[src/rtl/fsm_1_resp_if.sv]
// Read handshake between the fsm_1 initiator (master) and the read responder (slave).
// Request, wait-state and data-return signals are grouped here; clock, reset and the write port stay outside.
interface fsm_1_resp_if #(
    parameter int DATA_W = 8,
    parameter int ADDR_W = 4,
    parameter int WS_W   = 4
);
    logic              rd;
    logic              ds;
    logic [ADDR_W-1:0] addr;
    logic [WS_W-1:0]   cfg_ws;
    logic              ws;
    logic [DATA_W-1:0] rdata;
    logic              rvalid;
    logic              abort;

    modport master (
        output rd, ds, addr, cfg_ws,
        input  ws, rdata, rvalid, abort
    );

    modport slave (
        input  rd, ds, addr, cfg_ws,
        output ws, rdata, rvalid, abort
    );
endinterface

[src/rtl/fsm_1_resp.sv]
// Read responder for the go/rd/ws/ds handshake: programmable wait states, then data
// from a local register file held until the initiator strobes ds.
module fsm_1_resp #(
    parameter int DATA_W = 8,
    parameter int ADDR_W = 4,
    parameter int WS_W   = 4
) (
    input  logic              clk,
    input  logic              rst,
    input  logic              i_we,
    input  logic [ADDR_W-1:0] i_waddr,
    input  logic [DATA_W-1:0] i_wdata,
    fsm_1_resp_if.slave       bus
);
    typedef enum logic [1:0] {
        IDLE = 2'd0,
        WAIT = 2'd1,
        DATA = 2'd2
    } state_t;

    state_t            r_state, w_state_nxt;
    logic              r_ws, w_ws_nxt;
    logic              r_rvalid, w_rvalid_nxt;
    logic              r_abort, w_abort_nxt;
    logic [DATA_W-1:0] r_rdata, w_rdata_nxt;
    logic [WS_W-1:0]   r_cnt, w_cnt_nxt;
    logic [ADDR_W-1:0] r_addr_q, w_addr_q_nxt;

    logic [DATA_W-1:0] r_mem [2**ADDR_W];
    logic [ADDR_W-1:0] w_rd_addr;
    logic [DATA_W-1:0] w_mem_rd;

    // Zero-wait reads fetch straight from the request address; otherwise use the latched one.
    assign w_rd_addr = (r_state == IDLE) ? bus.addr : r_addr_q;
    assign w_mem_rd  = r_mem[w_rd_addr];

    always_comb begin
        w_state_nxt  = r_state;
        w_ws_nxt     = r_ws;
        w_rvalid_nxt = r_rvalid;
        w_abort_nxt  = 1'b0;
        w_rdata_nxt  = r_rdata;
        w_cnt_nxt    = r_cnt;
        w_addr_q_nxt = r_addr_q;
        case (r_state)
            IDLE: begin
                if (bus.rd) begin
                    w_addr_q_nxt = bus.addr;
                    w_cnt_nxt    = bus.cfg_ws;
                    if (bus.cfg_ws == '0) begin
                        w_state_nxt  = DATA;
                        w_rdata_nxt  = w_mem_rd;
                        w_rvalid_nxt = 1'b1;
                    end else begin
                        w_state_nxt = WAIT;
                        w_ws_nxt    = 1'b1;
                    end
                end
            end
            WAIT: begin
                if (!bus.rd) begin
                    w_state_nxt = IDLE;
                    w_ws_nxt    = 1'b0;
                    w_abort_nxt = 1'b1;
                end else begin
                    w_cnt_nxt = r_cnt - 1'b1;
                    if (r_cnt == WS_W'(1)) begin
                        w_state_nxt  = DATA;
                        w_ws_nxt     = 1'b0;
                        w_rdata_nxt  = w_mem_rd;
                        w_rvalid_nxt = 1'b1;
                    end
                end
            end
            DATA: begin
                // rd held high here is ignored; a new request is only taken back in IDLE.
                if (bus.ds) begin
                    w_state_nxt  = IDLE;
                    w_rvalid_nxt = 1'b0;
                end
            end
            default: begin
                w_state_nxt  = IDLE;
                w_ws_nxt     = 1'b0;
                w_rvalid_nxt = 1'b0;
            end
        endcase
    end

    always_ff @(posedge clk) begin
        if (rst) begin
            r_state  <= IDLE;
            r_ws     <= 1'b0;
            r_rvalid <= 1'b0;
            r_abort  <= 1'b0;
            r_rdata  <= '0;
            r_cnt    <= '0;
            r_addr_q <= '0;
        end else begin
            r_state  <= w_state_nxt;
            r_ws     <= w_ws_nxt;
            r_rvalid <= w_rvalid_nxt;
            r_abort  <= w_abort_nxt;
            r_rdata  <= w_rdata_nxt;
            r_cnt    <= w_cnt_nxt;
            r_addr_q <= w_addr_q_nxt;
        end
    end

    // Storage is not reset; a same-edge write lands after the read above sampled the old word.
    always_ff @(posedge clk) begin
        if (i_we) r_mem[i_waddr] <= i_wdata;
    end

    assign bus.ws     = r_ws;
    assign bus.rvalid = r_rvalid;
    assign bus.abort  = r_abort;
    assign bus.rdata  = r_rdata;
endmodule
[src/flat_wrapper.sv]
// flat-port wrapper written by rule: the top's interface ports become plain ports
module fsm_1_resp_flat 
#(
    parameter int DATA_W = 8,
    parameter int ADDR_W = 4,
    parameter int WS_W   = 4
)
  (clk, rst, i_we, i_waddr, i_wdata, bus_rd, bus_ds, bus_addr, bus_cfg_ws, bus_ws, bus_rdata, bus_rvalid, bus_abort);
  fsm_1_resp_if #(.DATA_W(DATA_W), .ADDR_W(ADDR_W), .WS_W(WS_W)) bus_i ();
  input  logic clk;
  input  logic rst;
  input  logic i_we;
  input  logic [ADDR_W-1:0] i_waddr;
  input  logic [DATA_W-1:0] i_wdata;
  input wire logic [$bits(bus_i.rd)-1:0] bus_rd;
  input wire logic [$bits(bus_i.ds)-1:0] bus_ds;
  input wire logic [$bits(bus_i.addr)-1:0] bus_addr;
  input wire logic [$bits(bus_i.cfg_ws)-1:0] bus_cfg_ws;
  output wire logic [$bits(bus_i.ws)-1:0] bus_ws;
  output wire logic [$bits(bus_i.rdata)-1:0] bus_rdata;
  output wire logic [$bits(bus_i.rvalid)-1:0] bus_rvalid;
  output wire logic [$bits(bus_i.abort)-1:0] bus_abort;
  assign bus_i.rd = bus_rd;
  assign bus_i.ds = bus_ds;
  assign bus_i.addr = bus_addr;
  assign bus_i.cfg_ws = bus_cfg_ws;
  assign bus_ws = bus_i.ws;
  assign bus_rdata = bus_i.rdata;
  assign bus_rvalid = bus_i.rvalid;
  assign bus_abort = bus_i.abort;
  fsm_1_resp #(.DATA_W(DATA_W), .ADDR_W(ADDR_W), .WS_W(WS_W)) u_core (.clk(clk), .rst(rst), .i_we(i_we), .i_waddr(i_waddr), .i_wdata(i_wdata), .bus(bus_i));
endmodule
[config.mk]
export PLATFORM = sky130hd
export DESIGN_NAME = fsm_1_resp_flat
export DESIGN_NICKNAME = d
export VERILOG_FILES = /design/src/rtl/fsm_1_resp_if.sv /design/src/rtl/fsm_1_resp.sv /design/src/flat_wrapper.sv
export SDC_FILE = /design/constraint.sdc
export NUM_CORES = 1
export LEC_CHECK = 0
export ABC_AREA = 1
export ABC_CLOCK_PERIOD_IN_PS = 2590
export BUFFER_PORTS_ARGS = -buffer_cell sky130_fd_sc_hd__buf_4
export CORE_MARGIN = 5
export CORE_UTILIZATION = 56
export CTS_BUF_LIST = sky130_fd_sc_hd__clkbuf_4
export DETAILED_ROUTE_END_ITERATION = 10
export PLACE_DENSITY = 0.79
export SKIP_LAST_GASP = 1
export SLEW_MARGIN = 5
export SYNTH_ARGS = -nofsm -noshare
export SYNTH_HDL_FRONTEND = slang
export SYNTH_SLANG_ARGS = --single-unit
[constraint.sdc]
create_clock -name clk -period 2.59 [get_ports clk]
set_clock_uncertainty 0.15 [all_clocks]
set_input_delay 0.1295 -clock clk [delete_from_list [all_inputs] [get_ports clk]]
set_output_delay 0.1295 -clock clk [all_outputs]
set_load 0.03 [all_outputs]
---- Yosys cells after proc, flatten, opt, wreduce, memory -nomap -nowiden ----
Memories as Yosys holds them, arrays and structs flattened.
Index checks and enable logic that the tools add are counted.
storage, ports and cells
  bits of input ports ..................... 25
  bits in writable memories ............... 128
  memories kept ........................... 1
  register bits ........................... 21
  word-level logic and storage cells ...... 60
memory list
  memory        words  width  read ports  clocked after memory_dff  wr ports  line              text
  u_core.r_mem  16     8      1           0                         1         fsm_1_resp.sv:29  logic [DATA_W-1:0] r_mem [2**ADDR_W];
cells by class
  reduce and logical (&&, ||, !) cells .... 10
  equality and inequality tests ........... 10
  bitwise logic cells ..................... 2
  multiplexer cells ....................... 29
  add/sub/neg operators ................... 1
operators with widths
  operator               number
  $mux W8                4
  $pmux W8 S2            1
  $mux W1                12
  $mux W4                3
  $mux W2                5
  $ne A2 B2 Y1 const B   5
  $reduce_and A5 Y1      2
  $pmux W4 S2            1
  $pmux W1 S3            2
  $pmux W2 S3            1
  $reduce_and A3 Y1      2
  $eq A4 B1 Y1 const B   1
  $logic_not A4 Y1       1
  $reduce_and A4 Y1      1
  $sub A4 B1 Y4 const B  1
  $ne A3 B2 Y1 const B   1
  $eq A2 B1 Y1 const B   1
  $eq A2 B2 Y1 const B   1
  $logic_not A2 Y1       1
  $ne A2 B1 Y1 const B   1
  $not A1 Y1             2
  $reduce_and A2 Y1      1
  $reduce_bool A2 Y1     1
  $reduce_or A2 Y1       1

---- Logic depth before layout (Yosys ltp) ----
Gate-level depths: netlist (run 1).
An unclocked memory read counts as a cell.
  depth in word-level cells ............... 6
  depth in mapped cells ................... 13
  gate-level depth less buffers ........... 11

---- Least setup slack after synthesis (run 1) ----
Ideal clock, no wire load.
  path type ............................... register to register
  start ................................... reg u_core.r_state[1]
  end ..................................... reg u_core.r_rdata[2], in the netlist u_core.bus.rdata[2]
  setup time .............................. 0.109 ns
  stages on the path, launching flop included .. 14
  arrival ................................. 1.358 ns
  clock period less this slack ............ 1.617 ns
  slack ................................... 0.973 ns
  buffers on the path ..................... 2
  cell sequence ........................... dfxtp_1 inv_2 nand2_2 buf_12 nand2_4 nand2_4 buf_6 nand2_1 nand3_1 nand3_1 nand3_1 nand3_1 nand2_1 inv_1
on the way
  word-level cells in the longest chain between the ends .. 6
RTL lines
  item                        line                                text
  start: declaration          fsm_1_resp.sv:21                    state_t r_state, w_state_nxt;
  start signal: assignment    fsm_1_resp.sv:100                   r_state <= w_state_nxt;
  $logic_not A2 Y1            fsm_1_resp.sv:34, fsm_1_resp.sv:45
  $mux W4                     fsm_1_resp.sv:34                    assign w_rd_addr = (r_state == IDLE) ? bus.addr : r_addr_q;
  $mem_v2 Z16 W8              --
  $mux W8 (on tied branches)  fsm_1_resp.sv:67, fsm_1_resp.sv:50
  $mux W8 (on tied branches)  fsm_1_resp.sv:61, fsm_1_resp.sv:47
  $pmux W8 S2                 fsm_1_resp.sv:45                    case (r_state)
  end signal: assignment      fsm_1_resp.sv:104                   r_rdata <= w_rdata_nxt;
  end: declaration            fsm_1_resp.sv:25                    logic [DATA_W-1:0] r_rdata, w_rdata_nxt;
Several ways; a longest one is shown, not always the timed one. The select of a mux whose other input is x is not followed.
A chain may end at the register's enable or synchronous reset.

---- Final worst setup path (run 1) ----
  start ................................... reg u_core.r_state[0]
  end ..................................... reg u_core.r_rdata[3], in the netlist u_core.bus.rdata[3]
Same word-level chain as after synthesis.

==> results of run 1 <==
## placed cells by master, fill, tap and decap left out, types with 9 or more instances in the layout
master and n:
dfxtp_1 21, edfxtp_1 128, o21ai_0 9, nand3_1 163, buf_4 44, a21oi_1 13
inv_1 155, nor2_1 24, clkbuf_4 23, dlygate4sd3_1 21, nand2_1 117
## worst register-to-register path, cell delays in order, from the launching register on
cell	delay, ns
dfxtp_1	0.42
inv_2	0.08
nand2_2	0.28
nand2_4	0.23
nand2_4	0.45
nand2_1	0.11
nand3_1	0.10
nand3_1	0.15
nand3_1	0.17
nand3_1	0.09
nand2_1	0.06
inv_1	0.04
## synthesized netlist by cell type (all sizes together)
library cell  instances
a21oi                13
buf                  25
clkbuf                1
dfxtp                21
edfxtp              128
ha                    2
inv                 159
nand2               126
nand3               163
nand3b                2
nor2                 26
nor3                  1
o211ai                4
o21a                  8
o21ai                13
or2                   1
xor2                  2
## layout make-up
type	instances	area share, %
clock buffers	23	2.281
clock inverters	8	0.4959
inverters	159	7.886
multi-input cells	361	23.16
flip-flops and latches	149	56.34
well taps	147	2.430
repair buffers	66	7.406
## repair_timing
action | in CTS | in global routing
setup buffers | 0 | 0
hold buffers | 21 | 0
hold endpoints to repair | 141 | 0
## routing by layer
metal  vias up  part of all wire, %  GRT usage, %
met1      2346                   42         32.83
met3        30                  9.0         5.332
li1       2379                    -             -
met2       246                   47         36.67
met5         -                    0             0
met4         0                  1.9         8.074
## flip-flops by register name (all words and copies together), names as in the netlist
name and count:
u_core.r_addr_q 4, u_core.r_mem 128, u_core.bus.ws 1, u_core.r_cnt 4, u_core.bus.rvalid 1, u_core.bus.abort 1
u_core.bus.rdata 8, u_core.r_state 2
## per-stage QoR
stage	worst slack [ns]	total power, W
after detailed placement	0.2440	0.003499
after floorplan	0.9734	0.003283
after CTS	0.2299	0.004667
after global routing	0.006126	0.004865
after global placement	0.2761	0.003482
final	0.1654	0.004656
## path summary, 6_finish.rpt
| kind | slack, ns | endpoint | cells after the start | startpoint |
|---|---|---|---|---|
| max reg2reg | 0.17 | u_core.bus.rdata[3]$_SDFFE_PP0P_ | 11 | u_core.r_state[0]$_SDFFE_PP0P_ |
| min | 0.07 | u_core.r_mem[1][3]$_DFFE_PP_ | 4 | i_we |
| min reg2reg | 0.32 | u_core.bus.rvalid$_SDFFE_PP0P_ | 2 | u_core.bus.rvalid$_SDFFE_PP0P_ |
| max | 0.17 | u_core.bus.rdata[3]$_SDFFE_PP0P_ | 11 | u_core.r_state[0]$_SDFFE_PP0P_ |
## kinds of logic (layout without fill, tap and decap cells)
logic type / after synthesis / count (layout) / share of synthesized area (%)
compound gates: 38 / 38 / 3.661
xor+xnor: 2 / 2 / 0.2563
fa+ha+maj: 2 / 2 / 0.3660
buf+inv: 185 / 256 / 11.97
flops: 149 / 149 / 62.38
simple gates: 319 / 319 / 21.36
## power by group through the flow
stage,clock (W),sequential (W),combinational [W]
2_1_floorplan,0,0.00278,0.000504
3_3_place_gp,0,0.00276,0.000725
3_5_place_dp,0,0.00276,0.000738
4_1_cts,0.00119,0.00271,0.000769
5_1_grt,0.00130,0.00271,0.000850
6_report,0.00117,0.00271,0.000777
==> results.tsv, run 1 <==
metric	value	unit
final_max_slew_viol_count	0	
tns	0	ns
fillCellCount	968	
place_area	7148	µm²
maxCapViolCount	0	
cts_buffers	17	
rsz0062_at_grt	no	
vias	5001	
worstSetupStartpointType	register	
path_class	reg -> reg	
swShare	28.04	%
routed_via_density	5.478	
io_buffers	35	
whs	0.07369	ns
cp_common_cell	nand3_1	
fmax	0.4124	GHz
hp-class	in -> reg	
status	completed	
cts_tree	done	
place_congestion	0.8740	
cts_max_level	4	
critPathBufInv	2	
overflow	0	
diodes	0	
final_nets	781	
instances_no_fill	913	
synthTopCellsByArea	edfxtp_1, nand3_1, inv_1, nand2_1, dfxtp_1	
path_clk_slew	0.12	ns
critical_path.max_stage_delay	0.45	ns
seqPwrFrac	58.1	%
netlist_instances	695	
p_sw	0.001305	W
path_cells	inv_2 > nand2_2 > nand2_4 > nand2_4 > nand2_1 > nand3_1 > nand3_1 > nand3_1 > nand3_1 > nand2_1 > inv_1	
irDropWorstVdd	347.0	µV
intPower	0.003351	W
area.growth.synth_to_final	10.73	%
tightest_slew	0.9631	ns
path_max_fanout	40	
antenna_found_initial	0	
crit_family	simple AND/OR/NAND/NOR gates	
clockRootBuffer	clkbuf_4	
die_area	14520	µm²
slowest_stage	nand2_4	
dpl.hpwl	10.10	mm
multi_input_area	1753	µm²
dr.pass1.iters	5	
yosysTopAreaCellShare	56.23	%
worstSetupEndpointType	register	
fin_util	63.01	%
regArea	4264	µm²
power_frac_comb	16.7	%
cp.required	2.91	ns
synth_cell_types	27	
postRouteAntennaNets	0	
worstSkewPairLatency	0.56	ns
die-width	120.5	µm
drc_errors	0	
hold_viol	0	
syn-num-nets	722	
wirelength	16.07	mm
powerDensity	615.2	nW/µm²
setup_violations	0	
max-clock-path-buffers	2	
rows	40	
io_pins	36	
slew_headroom	35.56	%
avgSynthCellArea	9.835	µm²
drtIter0Drc	609	
synth_top_area_cell	edfxtp_1	
coreArea	12010	µm²
grt_pass1_wl	25.72	mm
track_usage	23.53	%
layout-drive-gt1-share	12.27	%
syn_area	6835	µm²
grt_max_degree	41	
clkPwrFrac	25.2	%
ys_ff_latch	149	
fp.dieH	120.5	µm
leakage	3.357	nW
wl_per_cell	17.60	µm
crit_arrival	2.75	ns
post-route-cell-area	7569	µm²
grt_pass1_vias	4836	
ys_warn_count	0	
synth-seq-area-share	62.38	%
post-route-period-util	93.62	%
ctsResizeCount	0	
period_needed	2.425	ns
initial_core_util	56.91	%
dp.cells	861	
clock_sinks	149	
Note: power is estimated with default switching activity, not from simulation.
==> inputs of run 2 (changes only) <==
--- a/config.mk
+++ b/config.mk
@@ -6,13 +6,13 @@
 export NUM_CORES = 1
 export LEC_CHECK = 0
 export ABC_AREA = 1
-export ABC_CLOCK_PERIOD_IN_PS = 2590
+export ABC_CLOCK_PERIOD_IN_PS = 2100
 export BUFFER_PORTS_ARGS = -buffer_cell sky130_fd_sc_hd__buf_4
 export CORE_MARGIN = 5
 export CORE_UTILIZATION = 56
 export CTS_BUF_LIST = sky130_fd_sc_hd__clkbuf_4
 export DETAILED_ROUTE_END_ITERATION = 10
-export PLACE_DENSITY = 0.79
+export PLACE_DENSITY = 0.82
 export SKIP_LAST_GASP = 1
 export SLEW_MARGIN = 5
 export SYNTH_ARGS = -nofsm -noshare
==> constraint.sdc (replaced) <==
create_clock -name clk -period 2.1 [get_ports clk]
set_clock_uncertainty 0.15 [all_clocks]
set_input_delay 0.105 -clock clk [delete_from_list [all_inputs] [get_ports clk]]
set_output_delay 0.105 -clock clk [all_outputs]
set_load 0.03 [all_outputs]
==> run 2 against run 1 <==
  * Global-route usage hardly changed
  * Sequential share of layout area is 1.5 points lower
  * Worst setup slack worse by 0.11 ns
  * Critical path type unchanged
  * Clock-buffer cell count is 6 lower
  * Sequential power is 23% higher
  * Fmax is 19% higher
  * Final area is 2.9% higher
  * Critical path depth is 2 lower
  * Non-clock buffer count is 15 higher
  * Flip-flop and latch count stayed put
  * Clock power is 35% higher
==> results.tsv, run 2 (same netlist as run 1, synthesis figures left out) <==
metric	value	unit
status	completed	
regMostFlops	u_core.r_mem	
seqPwrFrac	56.1	%
p_sw	0.001724	W
cts_buffers	17	
die-width	120.5	µm
layout-drive-gt1-share	14.54	%
path_max_fanout	11	
path_class	reg -> reg	
period_needed	2.041	ns
final_max_slew_viol_count	0	
slew_headroom	41.59	%
drc_errors	0	
initial_core_util	56.91	%
final_nets	798	
routed_via_density	5.532	
antenna_found_initial	1	
clkPwrFrac	26.5	%
worstSkewPairLatency	0.56	ns
final_cell_mix	nand3_1, inv_1, edfxtp_1	
post-route-period-util	97.18	%
fillCellCount	933	
crit_arrival	2.35	ns
worstSetupStartpointType	register	
drtIter0Drc	633	
wl_per_cell	17.73	µm
io_pins	36	
cp.required	2.41	ns
hp-class	in -> reg	
dr.pass1.iters	8	
setup_violations	0	
max-clock-path-buffers	2	
overflow	0	
powerDensity	763.7	nW/µm²
rows	40	
clock_sinks	149	
power	0.005946	W
irDropWorstVdd	438.4	µV
tightest_slew	0.8730	ns
grt_pass1_wl	25.34	mm
wirelength	16.52	mm
worstSetupEndpointType	register	
layout_commonest_cell	nand3_1	
power_frac_comb	17.4	%
track_usage	23.51	%
vias	5156	
die_area	14520	µm²
largest_reg_flops	128	
whs	0.03065	ns
area.growth.synth_to_final	13.91	%
io_buffers	35	
fmax	0.4900	GHz
dpl.hpwl	10.11	mm
swShare	29.00	%
clockRootBuffer	clkbuf_4	
hold_viol	0	
intPower	0.004222	W
leakage	3.455	nW
fp.dieH	120.5	µm
place_congestion	0.8716	
path_clk_slew	0.13	ns
coreArea	12010	µm²
grt_pass1_vias	4771	
grt_max_degree	41	
maxCapViolCount	0	
postRouteAntennaNets	0	
cts_tree	done	
cts_max_level	4	
[run 2: cell types whose count changed in the layout (fill, tap and decap cells not counted), moves of 3 or more]
cell | before | now
buf_4 | 44 | 57
clkbuf_4 | 23 | 17
clkinv_1 | 2 | 5
inv_6 | 0 | 3
dfxtp_1 | 21 | 17
dfxtp_2 | 0 | 4
[run 2: worst max-delay path, stage by stage, from the launching register on]
cell and delay [ns]:
dfxtp_2 0.36, inv_2 0.14, nand2_8 0.13, buf_4 0.17, o21ai_2 0.38, inv_2 0.19, nand3_1 0.17, nand3_1 0.13
nand2_1 0.08, inv_1 0.03
[run 2: timing repair]
| item | CTS | global route |
|---|---|---|
| buffers inserted | 3 | 1 |
| setup endpoints to repair | 8 | 9 |
| hold endpoints to repair | 141 | 0 |
| cloned | 1 | 1 |
| hold buffers | 22 | 0 |
| pin swaps | 2 | 0 |
| gates resized for setup | 1 | 9 |
[run 2: final cells by class]
cell class,count,area (µm²),share of cell area [%]
Antenna cell,1,2.502,0.03214
Clock buffer,17,127.6,1.639
Clock inverter,15,112.6,1.446
Inverter,159,596.8,7.665
Multi-Input combinational cell,363,1805,23.19
Sequential cell,149,4269,54.83
Tap cell,147,183.9,2.362
Timing Repair Buffer,81,688.2,8.838
[run 2: worst paths after layout]
| path | startpoint | to | slack, ns | depth (start not counted) |
|---|---|---|---|---|
| max | u_core.r_state[0]$_SDFFE_PP0P_ | u_core.bus.rdata[5]$_SDFFE_PP0P_ | 0.06 | 9 |
| min | i_waddr[3] | u_core.r_mem[6][4]$_DFFE_PP_ | 0.03 | 3 |
| min reg2reg | u_core.bus.ws$_SDFFE_PP0P_ | u_core.bus.ws$_SDFFE_PP0P_ | 0.33 | 2 |
| max reg2reg | u_core.r_state[0]$_SDFFE_PP0P_ | u_core.bus.rdata[5]$_SDFFE_PP0P_ | 0.06 | 9 |
[run 2: power groups by stage]
| stage | clock, W | sequential [W] | combinational (W) |
|---|---|---|---|
| 3_5_place_dp | 0 | 0.00340 | 0.000930 |
| 2_1_floorplan | 0 | 0.00343 | 0.000622 |
| 3_3_place_gp | 0 | 0.00340 | 0.000916 |
| 6_report | 0.00158 | 0.00334 | 0.00103 |
| 4_1_cts | 0.00159 | 0.00334 | 0.000992 |
| 5_1_grt | 0.00175 | 0.00335 | 0.00112 |
[run 2: per-stage QoR]
step	TNS, ns	instances	util, %	worst slack (ns)	cell area [µm²]
CTS	0	929	64.38	0.006636	7732
floorplan	0	695	-	0.4834	6835
global placement	-0.3711	871	60.24	-0.08657	7236
finish	0	932	64.82	0.05918	7786
global route	-0.005914	932	64.82	-0.005725	7786
detailed placement	-0.8619	871	60.24	-0.1910	7236
[run 2: metal layers]
metal / track usage [%] / vias up / share of wire, %
met4: 8.711 / 0 / 2.2
met2: 36.08 / 303 / 47
met1: 31.69 / 2393 / 40
met5: 0 / - / 0
li1: - / 2422 / -
met3: 7.250 / 38 / 11
